## config.mk

```make
export PLATFORM = sky130hd
export DESIGN_NAME = shuffle_buffer_flat
export DESIGN_NICKNAME = d
export VERILOG_FILES = /design/src/rtl/shuffle_buffer_if.sv /design/src/rtl/shuffle_buffer.sv /design/src/flat_wrapper.sv
export SDC_FILE = /design/constraint.sdc
export NUM_CORES = 1
export LEC_CHECK = 0
export ABC_AREA = 0
export CORE_AREA = 2 2 210 212
export CTS_CLUSTER_SIZE = 8
export DETAILED_ROUTE_END_ITERATION = 12
export DIE_AREA = 0 0 212 214
export PLACE_DENSITY = 0.71
export SYNTH_ARGS = -nofsm -noshare
export SYNTH_HDL_FRONTEND = slang
export SYNTH_SLANG_ARGS = --single-unit
export TNS_END_PERCENT = 30
```

## constraint.sdc

```tcl
create_clock -name clk -period 5.52 [get_ports clk]
set_input_delay 0.828 -clock clk [delete_from_list [all_inputs] [get_ports clk]]
set_output_delay 0.828 -clock clk [all_outputs]
set_load 0.02 [all_outputs]
```

## src/rtl/shuffle_buffer_if.sv

```systemverilog
// -----------------------------------------------------------------------------
// shuffle_buffer_if
// Purpose : valid/ready bus bundle for the shuffle_buffer input and output
//           streams.
// Signals : in_valid/in_data/in_ready   - producer -> buffer stream
//           out_valid/out_data/out_ready - buffer -> consumer stream
// Modports: master - the environment side (drives in_*, out_ready)
//           slave  - the buffer side (drives in_ready, out_valid, out_data)
// -----------------------------------------------------------------------------
interface shuffle_buffer_if #(
    parameter int unsigned DATA_WIDTH = 32
);
    logic                  in_valid;
    logic [DATA_WIDTH-1:0] in_data;
    logic                  in_ready;
    logic                  out_valid;
    logic [DATA_WIDTH-1:0] out_data;
    logic                  out_ready;

    modport master (
        output in_valid,
        output in_data,
        output out_ready,
        input  in_ready,
        input  out_valid,
        input  out_data
    );

    modport slave (
        input  in_valid,
        input  in_data,
        input  out_ready,
        output in_ready,
        output out_valid,
        output out_data
    );
endinterface

```

## src/rtl/shuffle_buffer.sv

```systemverilog
// -----------------------------------------------------------------------------
// shuffle_buffer
// Purpose : handshaked reorder buffer. Words accepted on the input stream are
//           held in a 2^DEPTH_BASE2-entry RAM and re-emitted through a
//           registered output stage, in pseudo-random order when
//           SHUFFLE_BUFFER_RANDOM_EN is defined, in strict FIFO order otherwise.
//           The output stage loads only once FILL_THRESHOLD slots are occupied,
//           unless flush is high.
// Macro   : SHUFFLE_BUFFER_RANDOM_EN - LFSR slot selection (undefined: FIFO)
// Ports   : clk   - clock, rising edge
//           rst   - synchronous active-high reset
//           bus   - shuffle_buffer_if.slave (in_* input stream, out_* output)
//           flush - ignore the fill threshold and drain while high
//           count - occupied RAM slots, output register excluded
// -----------------------------------------------------------------------------
module shuffle_buffer #(
    parameter int unsigned DATA_WIDTH     = 32,
    parameter int unsigned DEPTH_BASE2    = 4,
    parameter int unsigned FILL_THRESHOLD = 4,
    parameter logic [15:0] SEED           = 16'hACE1
) (
    input  logic                 clk,
    input  logic                 rst,
    shuffle_buffer_if.slave      bus,
    input  logic                 flush,
    output logic [DEPTH_BASE2:0] count
);
    localparam int unsigned DEPTH    = 1 << DEPTH_BASE2;
    localparam int unsigned AW       = DEPTH_BASE2;
    localparam int unsigned CW       = DEPTH_BASE2 + 1;
    localparam logic [15:0] SEED_EFF = (SEED == 16'h0000) ? 16'h0001 : SEED;

    // Elaboration-time parameter sanity check.
    if (DEPTH_BASE2 < 1 || DEPTH_BASE2 > 8 || FILL_THRESHOLD < 1 ||
        FILL_THRESHOLD > DEPTH || SEED_EFF == 16'h0000) begin : g_bad_params
        $error("shuffle_buffer: illegal parameter combination");
    end

    logic [DATA_WIDTH-1:0] r_mem [DEPTH];
    logic [CW-1:0]         r_count;
    logic                  r_out_valid;
    logic [DATA_WIDTH-1:0] r_out_data;

    logic                  w_in_ready;
    logic                  w_push;
    logic                  w_pop;
    logic                  w_out_free;
    logic                  w_load_ok;
    logic                  w_load;
    logic [AW-1:0]         w_wr_idx;
    logic [AW-1:0]         w_rd_idx;

    // Handshake qualifiers, all from registered state (no comb ready path).
    assign w_in_ready = (r_count < CW'(DEPTH));
    assign w_push     = bus.in_valid && w_in_ready;
    assign w_pop      = r_out_valid && bus.out_ready;
    assign w_out_free = !r_out_valid || bus.out_ready;
    assign w_load_ok  = (r_count >= CW'(FILL_THRESHOLD)) || flush;
    assign w_load     = w_out_free && w_load_ok && (r_count != CW'(0));

`ifdef SHUFFLE_BUFFER_RANDOM_EN
    logic [15:0]    r_lfsr;
    logic [DEPTH-1:0] r_occ;
    logic [15:0]    w_lfsr_next;
    logic [DEPTH-1:0] w_occ_next;

    // Galois LFSR, x^16+x^14+x^13+x^11+1, right-shifting form.
    assign w_lfsr_next = {1'b0, r_lfsr[15:1]} ^ (r_lfsr[0] ? 16'hB400 : 16'h0000);

    // Push target: lowest-index free slot.
    always_comb begin
        logic w_found;
        w_wr_idx = '0;
        w_found  = 1'b0;
        for (int i = 0; i < int'(DEPTH); i++) begin
            if (!w_found && !r_occ[i]) begin
                w_wr_idx = AW'(i);
                w_found  = 1'b1;
            end
        end
    end

    // Load source: first occupied slot at or above the LFSR start, wrapping.
    // Index arithmetic is AW bits wide, so the wrap is implicit.
    always_comb begin
        logic          w_found;
        logic [AW-1:0] w_idx;
        w_rd_idx = '0;
        w_found  = 1'b0;
        w_idx    = '0;
        for (int i = 0; i < int'(DEPTH); i++) begin
            w_idx = r_lfsr[AW-1:0] + AW'(i);
            if (!w_found && r_occ[w_idx]) begin
                w_rd_idx = w_idx;
                w_found  = 1'b1;
            end
        end
    end

    // Push targets a free slot and load an occupied one, so they never collide.
    always_comb begin
        w_occ_next = r_occ;
        if (w_load) begin
            w_occ_next = w_occ_next & ~(DEPTH'(1) << w_rd_idx);
        end
        if (w_push) begin
            w_occ_next = w_occ_next | (DEPTH'(1) << w_wr_idx);
        end
    end

    // LFSR advances every cycle regardless of traffic.
    always_ff @(posedge clk) begin
        if (rst) begin
            r_lfsr <= SEED_EFF;
            r_occ  <= '0;
        end else begin
            r_lfsr <= w_lfsr_next;
            r_occ  <= w_occ_next;
        end
    end
`else
    logic [AW-1:0] r_wptr;
    logic [AW-1:0] r_rptr;

    assign w_wr_idx = r_wptr;
    assign w_rd_idx = r_rptr;

    // Circular pointers; DEPTH is a power of two so they wrap naturally.
    always_ff @(posedge clk) begin
        if (rst) begin
            r_wptr <= '0;
            r_rptr <= '0;
        end else begin
            if (w_push) begin
                r_wptr <= r_wptr + AW'(1);
            end
            if (w_load) begin
                r_rptr <= r_rptr + AW'(1);
            end
        end
    end
`endif

    // Storage RAM; contents need no reset because occupancy gates every read.
    always_ff @(posedge clk) begin
        if (!rst && w_push) begin
            r_mem[w_wr_idx] <= bus.in_data;
        end
    end

    // Occupancy count and registered output stage.
    always_ff @(posedge clk) begin
        if (rst) begin
            r_count     <= '0;
            r_out_valid <= 1'b0;
            r_out_data  <= '0;
        end else begin
            case ({w_push, w_load})
                2'b10:   r_count <= r_count + CW'(1);
                2'b01:   r_count <= r_count - CW'(1);
                default: r_count <= r_count;
            endcase
            if (w_load) begin
                r_out_valid <= 1'b1;
                r_out_data  <= r_mem[w_rd_idx];
            end else if (w_pop) begin
                r_out_valid <= 1'b0;
            end
        end
    end

    assign bus.in_ready  = w_in_ready;
    assign bus.out_valid = r_out_valid;
    assign bus.out_data  = r_out_data;
    assign count         = r_count;
endmodule
```

## src/flat_wrapper.sv

```systemverilog
// flat-port wrapper written by rule: the top's interface ports become plain ports
module shuffle_buffer_flat 
#(
    parameter int unsigned DATA_WIDTH     = 32,
    parameter int unsigned DEPTH_BASE2    = 4,
    parameter int unsigned FILL_THRESHOLD = 4,
    parameter logic [15:0] SEED           = 16'hACE1
)
  (clk, rst, flush, count, bus_in_valid, bus_in_data, bus_out_ready, bus_in_ready, bus_out_valid, bus_out_data);
  shuffle_buffer_if #(.DATA_WIDTH(DATA_WIDTH)) bus_i ();
  input  logic clk;
  input  logic rst;
  input  logic flush;
  output logic [DEPTH_BASE2:0] count;
  input wire logic [$bits(bus_i.in_valid)-1:0] bus_in_valid;
  input wire logic [$bits(bus_i.in_data)-1:0] bus_in_data;
  input wire logic [$bits(bus_i.out_ready)-1:0] bus_out_ready;
  output wire logic [$bits(bus_i.in_ready)-1:0] bus_in_ready;
  output wire logic [$bits(bus_i.out_valid)-1:0] bus_out_valid;
  output wire logic [$bits(bus_i.out_data)-1:0] bus_out_data;
  assign bus_i.in_valid = bus_in_valid;
  assign bus_i.in_data = bus_in_data;
  assign bus_i.out_ready = bus_out_ready;
  assign bus_in_ready = bus_i.in_ready;
  assign bus_out_valid = bus_i.out_valid;
  assign bus_out_data = bus_i.out_data;
  shuffle_buffer #(.DATA_WIDTH(DATA_WIDTH), .DEPTH_BASE2(DEPTH_BASE2), .FILL_THRESHOLD(FILL_THRESHOLD), .SEED(SEED)) u_core (.clk(clk), .rst(rst), .bus(bus_i), .flush(flush), .count(count));
endmodule
```

==> results.tsv, run 1 <==
stage	metric	value	unit
grt	gr-total-overflow	0	
cts	post_cts_buffers	0	
floorplan	die_w	212	um
placement	portBuffers	75	
final_layout	syn_to_final_growth	17.6	%
synthesis	yosysWarnings	0	
run_status	status	complete, no violations	
synthesis	syn_inst	1115	
routing	finalWirelength	45100	um
sta	period_minus_slack	3.28	ns
final_layout	nNetsFinal	1270	
cts	clkTransAtPathRegs	0.05	ns
routing	drc_errors	0	
power_and_ir_drop	p_leak	7.64	nW
floorplan	die_area	45400	um2
final_layout	diodes	0	
grt	grt_usage	0.201	
synthesis	synth-seq-cells	558	
final_layout	fin_util	0.582	
sta	slew_viol_final	0	
setup_path	critPathLaunchType	input port	
power_and_ir_drop	powerDensity	464	nW/um2
synthesis	synth_top_cell_area_share	0.724	
final_layout	fin_area	25000	um2
cts	numClockSinks	558	
synthesis	async_reset_ff_frac	0	
cts	h-tree-depth	3	
cts	cts_resized	0	
routing	top_layer	met4	
floorplan	ios	76	
cts	cts_root_buffer	clkbuf_16	
setup_path	critical-path-max-stage-delay	0.71	ns
sta	setup_viol	0	
sta	worst_pin_slew	1.23	ns
routing	ant_nets	0	
routing	m1WireLength	19700	um
setup_path	r2r_cells	4	
grt	grt_pass1_wl	68000	um
setup_path	r2r-end	u_core.r_mem[7][8]	
floorplan	rows	76	
setup_path	endpoint_kind	flop	
setup_path	cp.arrival	3.53	ns
hold_path	min_to	u_core.bus.out_data[7]	
placement	hpwl	24200	um
routing	dr_wl_met3	2730	um
routing	drt-pass1-iter-count	5	
synthesis	yosys-top-cells-area	edfxtp_1 (72%), mux2i_1 (6.5%), mux4_2 (5.8%)	
floorplan	placeableCoreArea	42900	um2
routing	wl_met2	21600	um
synthesis	synth_top_area_cell	edfxtp_1	
routing	viasPerCell	5.81	
sta	fmax	0.305	GHz
setup_path	cp.required	5.78	ns
setup_path	crit_path_cell_trace	clkdlybuf4s50_1 -> nor2b_1 -> nand2_1 -> nor2_4 -> buf_4	
cts	holdBufCountCts	0	
routing	dr_total_vias	10900	
grt	antenna_found_initial	0	
grt	grt_pass1_vias	11200	
setup_path	r2r_slack	2.59	ns
sta	timing.final.crit_share	0.593	
setup_path	cp_slowest_cell	nor2_4	
setup_path	timing_worst_setup_path_type	input port to flop	
sta	hold_violations	0	
placement	gp_congestion	0.716	
routing	wl_per_cell	24.1	um
synthesis	syn_nets	1162	
synthesis	synth-edff-count	512	
synthesis	synth.distinct_cells	41	
hold_path	hold_class	flop to flop	
cts	numCtsBuffers	79	
hold_path	hp-start	u_core.bus.out_data[7]	
placement	placed_area	22600	um2
synthesis	synth.avg_cell_area	19.0	um2
setup_path	path_max_fanout	17	
cts	clock_path_buffers	3	
sta	clock_skew	0.0125	ns
sta	finalSetupTns	0	ns
setup_path	r2r-start	u_core.count[4]	
hold_path	holdPathStages	2	
run	cap_viol_max_count	0	
power_and_ir_drop	p_total	11.6	mW
cts	clkLatencyLatePin	0.59	ns
grt	grt_max_degree	69	
synthesis	synth_ff_type	edfxtp_1	
sta	rsz0062_at_grt	no	
synthesis	netlist_area	21200	um2
floorplan	initial_utilization	0.495	
sta	relSlewSlack	0.177	
final_layout	drive_gt1_frac	0.148	
routing	drt_iter0_markers	1017	
power_and_ir_drop	peakVddDrop	0.000371	V
synthesis	ys_seq_area_frac	0.768	
floorplan	dieHeight	214	um
cts	cts_tree	done	
-- how the worst max path moves through the flow --
stage,startpoint,endpoint,slack (ns),cells past startpoint
2_1_floorplan,rst,u_core.r_mem[11][0],2.27,3
3_3_place_gp,bus_in_valid,u_core.count[4],1.67,9
3_5_place_dp,bus_in_valid,u_core.r_mem[3][15],1.61,4
4_1_cts,bus_in_valid,u_core.r_mem[3][14],2.18,4
5_1_grt,bus_in_valid,u_core.r_mem[7][9],2.09,5
6_report,bus_in_valid,u_core.r_mem[7][8],2.24,5
-- where the power goes --
part	leakage [nW]	switching (mW)	internal, mW
registers	4.99	0.205	4.80
logic	1.54	1.19	0.940
clock network	1.10	1.71	2.74
total	7.64	3.10	8.48
-- per-layer routing --
layer  GRT usage  up-vias
li1            -     4773
met4      0.0744        0
met5           0        -
met1       0.283     5646
met3      0.0375       74
met2       0.316      364
-- through the flow --
stage	hold slack [ns]	instances	worst slack, ns
global placement	0.493	1727	1.67
CTS	0.499	1869	2.18
global route	0.516	1869	2.09
finish	0.497	1869	2.24
detailed placement	0.493	1727	1.61
floorplan	0.530	1115	2.27
-- critical path: cells and delay by family --
kind	cells	cell delay, ns
AND/OR/NAND/NOR	3	1.84
buffers and inverters	2	0.85
-- state kept, by name (all words and copies together), names as in the netlist --
name	count
u_core.r_mem	512
u_core.bus.out_data	32
u_core.count	5
u_core.r_rptr	4
u_core.r_wptr	4
u_core.bus.out_valid	1
-- cells in the final DEF (no fill, tap or decap), types with 11 or more instances in the layout --
| cell type | count |
|---|---|
| clkdlybuf4s50_1 | 74 |
| nand2_1 | 11 |
| dfxtp_1 | 44 |
| mux2i_1 | 137 |
| edfxtp_1 | 512 |
| nor2_1 | 77 |
| a22oi_1 | 27 |
| clkbuf_16 | 81 |
| clkbuf_1 | 56 |
| mux4_2 | 55 |
| buf_4 | 18 |
| a311oi_1 | 29 |
| o22ai_1 | 67 |
| nor2_4 | 16 |
-- final cells by class --
class / count / area (um2)
Fill cell: 3069 / 17900
Sequential cell: 558 / 16300
Multi-Input combinational cell: 486 / 4690
Clock buffer: 137 / 2240
Timing Repair Buffer: 94 / 901
Tap cell: 585 / 732
Clock inverter: 5 / 81.3
Inverter: 4 / 15.0
-- kinds of logic after synthesis --
kind of cell | count (synthesis) | share of synthesized area
xor gates and xnor gates | 8 | 0.00330
muxes | 199 | 0.131
DFF | 558 | 0.768
adders and majority gates | 10 | 0.00625
and+or+nand+nor | 131 | 0.0269
buffers and inverters | 71 | 0.0182
AOI/OAI and AO/OA | 138 | 0.0469
-- cells in the mapped netlist (2+ instances only) --
cell type	n
nand2_1	11
buf_2	32
mux4_1	6
mux4_2	55
edfxtp_1	512
a311oi_1	29
buf_12	2
a22oi_1	27
xnor2_1	4
or3_1	2
xor2_1	4
nor2_1	93
dfxtp_1	46
nor3_1	6
a21oi_1	6
a311oi_2	3
nor2b_1	6
nand3b_1	5
a21o_1	2
inv_1	4
clkbuf_1	21
mux2i_1	137
and2_1	2
buf_4	6
ha_1	9
o22ai_1	67
buf_6	3
buf_1	2
Note: power is estimated with default switching activity, not from simulation.
==> run 2: changes to the inputs <==
PLACE_DENSITY = 0.73   (was 0.71)
clock period = 2.9 ns   (was 5.52 ns; I/O delays follow)
==> results.tsv, run 2 (synthesized netlist as in run 1, its figures left out) <==
stage	metric	value	unit	change
sta	worst_pin_slew	0.922	ns	was 1.23 ns
routing	ant_nets	0		unchanged
placement	gp_congestion	0.749		was 0.716
final_layout	nFillCells	3027		was 3,069
grt	gr-total-overflow	0		unchanged
floorplan	die_area	45400	um2	unchanged
cts	cts_root_buffer	clkbuf_16		unchanged
cts	holdBufCountCts	0		unchanged
grt	grt_max_degree	69		unchanged
floorplan	ios	76		unchanged
power_and_ir_drop	clockPowerShare	0.375		was 0.384
floorplan	dieHeight	214	um	unchanged
cts	post_cts_buffers	0		unchanged
routing	wl_per_cell	24.3	um	was 24.1 um
setup_path	path_max_fanout	5		was 17
final_layout	drive_gt1_frac	0.172		was 0.148
sta	timing.final.crit_share	0.902		
sta	relSlewSlack	0.385		was 0.177
cts	numCtsBuffers	79		unchanged
floorplan	placeableCoreArea	42900	um2	unchanged
grt	grt_pass1_vias	11200		about the same
final_layout	seq_area	16300	um2	unchanged
grt	antenna_found_initial	2		was 0
sta	slew_viol_final	0		unchanged
routing	finalWirelength	46400	um	was 45,100 um
final_layout	largest-register	u_core.r_mem		unchanged
setup_path	cp.required	3.36	ns	was 5.78 ns
sta	finalSetupTns	0	ns	unchanged
floorplan	die_w	212	um	unchanged
routing	drc_errors	0		unchanged
run_status	status	complete, no violations		unchanged
power_and_ir_drop	peakVddDrop	0.000730	V	was 0.000371 V
power_and_ir_drop	power_frac_seq	0.427		was 0.432
routing	dr_total_vias	11100		was 10,900
final_layout	multi_input_area	4690	um2	unchanged
sta	rsz0062_at_grt	no		unchanged
final_layout	syn_to_final_growth	19.5	%	was 17.6%
cts	clock_path_buffers	3		unchanged
final_layout	final_common_cell	edfxtp_1		unchanged
placement	portBuffers	75		unchanged
cts	clkTransAtPathRegs	0.05	ns	about the same
sta	hold_violations	0		unchanged
final_layout	fin_util	0.591		was 0.582
sta	fmax	0.382	GHz	
setup_path	critPathLaunchType	flop		was input port
setup_path	timing_worst_setup_path_type	flop to flop		was input port to flop
cts	h-tree-depth	3		unchanged
routing	drt-pass1-iter-count	5		unchanged
final_layout	diodes	0		unchanged
power_and_ir_drop	powerDensity	868	nW/um2	was 464 nW/um2
power_and_ir_drop	combPwrFrac	0.198		was 0.184
grt	grt_usage	0.207		was 0.201
routing	viasPerCell	5.83		was 5.81
final_layout	final_cell_mix	edfxtp_1 (512), mux2i_1 (137), clkbuf_16 (81), nor2_1 (77), clkdlybuf4s50_1 (74)		unchanged
power_and_ir_drop	p_leak	7.86	nW	was 7.64 nW
power_and_ir_drop	p_total	22.0	mW	was 11.6 mW
sta	setup_viol	0		unchanged
hold_path	hold_class	flop to flop		unchanged
run	cap_viol_max_count	0		unchanged
power_and_ir_drop	power_switching	5.80	mW	was 3.10 mW
sta	holdWs	0.501	ns	was 0.497 ns
final_layout	nNetsFinal	1312		was 1,270
setup_path	endpoint_kind	flop		unchanged
cts	clkLatencyLatePin	0.57	ns	was 0.59 ns
cts	numClockSinks	558		unchanged
sta	period_minus_slack	2.62	ns	
power_and_ir_drop	power.share.switching	0.263		was 0.268
cts	cts_resized	0		unchanged
setup_path	cp.arrival	3.08	ns	was 3.53 ns
placement	hpwl	25700	um	was 24,200 um
floorplan	rows	76		unchanged
cts	cts_tree	done		unchanged
power_and_ir_drop	internal_power	16.2	mW	was 8.48 mW
sta	clock_skew	0.0149	ns	was 0.0125 ns
final_layout	largest_reg_flops	512		unchanged
grt	grt_pass1_wl	69500	um	was 68,000 um
routing	drt_iter0_markers	1084		was 1,017
floorplan	initial_utilization	0.495		unchanged
## run 2: final cells by class
cell class                      instances  share of cell area
Timing Repair Buffer                  136              0.0544
Clock buffer                          138              0.0884
Inverter                                4            0.000592
Tap cell                              585              0.0289
Clock inverter                          1            0.000148
Multi-Input combinational cell        486               0.185
Sequential cell                       558               0.643
## run 2: power by group through the flow
stage | clock network (mW) | registers (mW) | logic (mW)
after detailed placement | 0 | 9.55 | 4.34
after CTS | 8.40 | 9.41 | 4.39
final | 8.26 | 9.41 | 4.36
after global placement | 0 | 9.55 | 4.27
after floorplan | 0 | 9.62 | 2.85
after global routing | 8.75 | 9.43 | 4.69
## run 2: worst paths after layout
kind	from	end	slack [ns]	cells after the start
worst max register to register	u_core.count[4]	u_core.count[4]	0.28	8
worst max-delay path	u_core.count[4]	u_core.count[4]	0.28	8
worst min register to register	u_core.bus.out_data[6]	u_core.bus.out_data[6]	0.50	2
worst min-delay path	u_core.bus.out_data[6]	u_core.bus.out_data[6]	0.50	2
## run 2: layer usage
metal / global-route usage / vias up / share of wire
met4: 0.0577 / 4 / 0.019
met1: 0.286 / 5781 / 0.42
met5: 0 / - / 0.00058
li1: - / 4841 / -
met3: 0.0425 / 72 / 0.069
met2: 0.336 / 430 / 0.49
## run 2: through the flow
stage,cells,cell area [um2],worst slack (ns)
after CTS,1908,25400,0.273
after floorplan,1115,21200,0.0319
after global placement,1769,23100,0.0703
final,1908,25400,0.283
after detailed placement,1769,23100,0.0469
after global routing,1908,25400,0.117
## run 2: critical path: stages (launching register included)
cell	delay, ns
dfxtp_1	0.34
nor3_1	0.48
a21oi_4	0.11
ha_1	0.28
fa_1	0.42
a21o_1	0.18
a21oi_1	0.16
mux2i_1	0.20
mux2_2	0.34
==> run 3: changes to the inputs <==
CORE_AREA = 2 2 221 223   (was 2 2 210 212)
DIE_AREA = 0 0 223 225   (was 0 0 212 214)
MAX_ROUTING_LAYER = met4   (was default)
PLACE_DENSITY = 0.67   (was 0.73)
==> results.tsv, run 3 (synthesized netlist as in run 1, its figures left out) <==
stage	metric	value	unit	change
run_status	status	complete, no violations		unchanged
sta	setup_viol	0		unchanged
cts	holdBufCountCts	0		unchanged
final_layout	largest_reg_flops	512		unchanged
grt	grt_pass1_wl	71900	um	was 69,500 um
cts	numClockSinks	558		unchanged
cts	numCtsBuffers	79		unchanged
hold_path	hold_class	input port to flop		was flop to flop
routing	wl_met2	23600	um	was 22,900 um
power_and_ir_drop	p_leak	7.92	nW	was 7.86 nW
floorplan	die_w	223	um	was 212 um
final_layout	final_cell_mix	edfxtp_1 (512), mux2i_1 (137), clkbuf_16 (84), nor2_1 (77), clkdlybuf4s50_1 (74)		was edfxtp_1 (512), mux2i_1 (137), clkbuf_16 (81), nor2_1 (77), clkdlybuf4s50_1 (74)
sta	timing.final.crit_share	0.870		was 0.902
sta	relSlewSlack	0.349		was 0.385
setup_path	path_max_fanout	5		unchanged
setup_path	endpoint_kind	flop		unchanged
final_layout	nNetsFinal	1312		unchanged
routing	wl_per_cell	24.7	um	was 24.3 um
routing	viasPerCell	5.67		was 5.83
floorplan	rows	80		was 76
routing	ant_nets	0		unchanged
routing	m1WireLength	20700	um	was 19,400 um
final_layout	fin_util	0.537		was 0.591
sta	clock_skew	0.0267	ns	was 0.0149 ns
routing	top_layer	met4		was met5
placement	portBuffers	75		unchanged
routing	dr_wl_met3	2640	um	was 3190 um
hold_path	hp-start	rst		was u_core.bus.out_data[6]
final_layout	syn_to_final_growth	20.4	%	was 19.5%
setup_path	startpoint	u_core.count[4]		unchanged
sta	slew_viol_final	0		unchanged
placement	hpwl	26000	um	was 25,700 um
sta	rsz0062_at_grt	no		unchanged
setup_path	crit_path_cell_trace	nor3_1 -> buf_4 -> a21oi_4 -> ha_1 -> fa_1 -> a21o_1 -> a21oi_1 -> mux2i_1 -> mux2_2		was nor3_1 -> a21oi_4 -> ha_1 -> fa_1 -> a21o_1 -> a21oi_1 -> mux2i_1 -> mux2_2
setup_path	critical-path-max-stage-delay	0.41	ns	was 0.48 ns
sta	period_minus_slack	2.52	ns	was 2.62 ns
power_and_ir_drop	p_total	22.3	mW	was 22.0 mW
final_layout	drive_gt1_frac	0.175		was 0.172
setup_path	critPathLaunchType	flop		unchanged
cts	post_cts_buffers	0		unchanged
sta	finalSetupTns	0	ns	unchanged
sta	fmax	0.397	GHz	was 0.382 GHz
floorplan	initial_utilization	0.446		was 0.495
grt	grt_usage	0.201		was 0.207
routing	finalWirelength	47900	um	was 46,400 um
grt	grt_max_degree	69		unchanged
routing	drt_iter0_markers	1040		was 1,084
sta	hold_violations	0		unchanged
final_layout	final_common_cell	edfxtp_1		unchanged
cts	cts_root_buffer	clkbuf_16		unchanged
cts	clock_path_buffers	3		unchanged
power_and_ir_drop	peakVddDrop	0.000734	V	was 0.000730 V
sta	worst_pin_slew	0.976	ns	was 0.922 ns
final_layout	finalNonFillerCells	1942		was 1,908
power_and_ir_drop	powerDensity	873	nW/um2	was 868 nW/um2
cts	cts_tree	done		unchanged
setup_path	timing_worst_setup_path_type	flop to flop		unchanged
grt	antenna_found_initial	2		unchanged
floorplan	placeableCoreArea	47500	um2	was 42,900 um2
cts	clkTransAtPathRegs	0.05	ns	about the same
grt	gr-total-overflow	0		unchanged
floorplan	ios	76		unchanged
run	cap_viol_max_count	0		unchanged
floorplan	die_area	50200	um2	was 45,400 um2
cts	clkLatencyLatePin	0.61	ns	was 0.57 ns
cts	cts_resized	0		unchanged
setup_path	cp.required	3.39	ns	was 3.36 ns
setup_path	cp_slowest_cell	fa_1		was nor3_1
setup_path	r2r-start	u_core.count[4]		unchanged
placement	placedCellCount	1799		was 1,769
routing	dr_total_vias	11000		was 11,100
routing	drc_errors	0		unchanged
routing	drt-pass1-iter-count	4		was 5
floorplan	dieHeight	225	um	was 214 um
placement	gp_congestion	0.745		was 0.749
setup_path	cp.arrival	3.01	ns	was 3.08 ns
cts	h-tree-depth	3		unchanged
grt	grt_pass1_vias	11400		was 11,200
final_layout	largest-register	u_core.r_mem		unchanged
## run 3: area by class of cell
type | instances | area, um2
Fill cell | 3642 | 22000
Sequential cell | 558 | 16300
Multi-Input combinational cell | 486 | 4690
Clock buffer | 137 | 2300
Timing Repair Buffer | 136 | 1440
Tap cell | 615 | 769
Clock inverter | 2 | 25.0
Inverter | 4 | 15.0
Antenna cell | 4 | 10.0
## run 3: path summary, 6_finish.rpt
| check | endpoint | slack [ns] | cells past startpoint |
|---|---|---|---|
| setup / recovery | u_core.count[4] | 0.38 | 9 |
| hold / removal | u_core.bus.out_data[23] | 0.35 | 2 |
| setup reg to reg | u_core.count[4] | 0.38 | 9 |
| hold reg to reg | u_core.bus.out_data[6] | 0.49 | 2 |
## run 3: routing by layer
layer,up-vias,track usage
met3,81,0.0361
met2,342,0.322
met5,-,-
met4,0,0.0624
li1,4846,-
met1,5735,0.266
## run 3: stage by stage
step	cell area, um2	worst slack, ns	hold slack (ns)
floorplan	21200	0.0319	0.530
global placement	23200	0.0289	0.486
detailed placement	23200	0.0106	0.492
CTS	25500	0.369	0.314
global route	25600	0.192	0.347
finish	25600	0.378	0.353
## run 3: power breakdown
part | switching (mW) | internal [mW]
registers | 0.219 | 9.14
clock network | 3.19 | 5.32
logic | 2.49 | 1.94
total | 5.90 | 16.4
## run 3: worst max-delay path: cells and delay by family, from the launching register on
kind	cells	cell delay, ns
buffers and inverters	1	0.18
adder cells (fa/ha/maj)	2	0.68
flip-flops	1	0.34
multiplexers	2	0.57
AO/OA/AOI/OAI	3	0.41
AND/OR/NAND/NOR	1	0.23
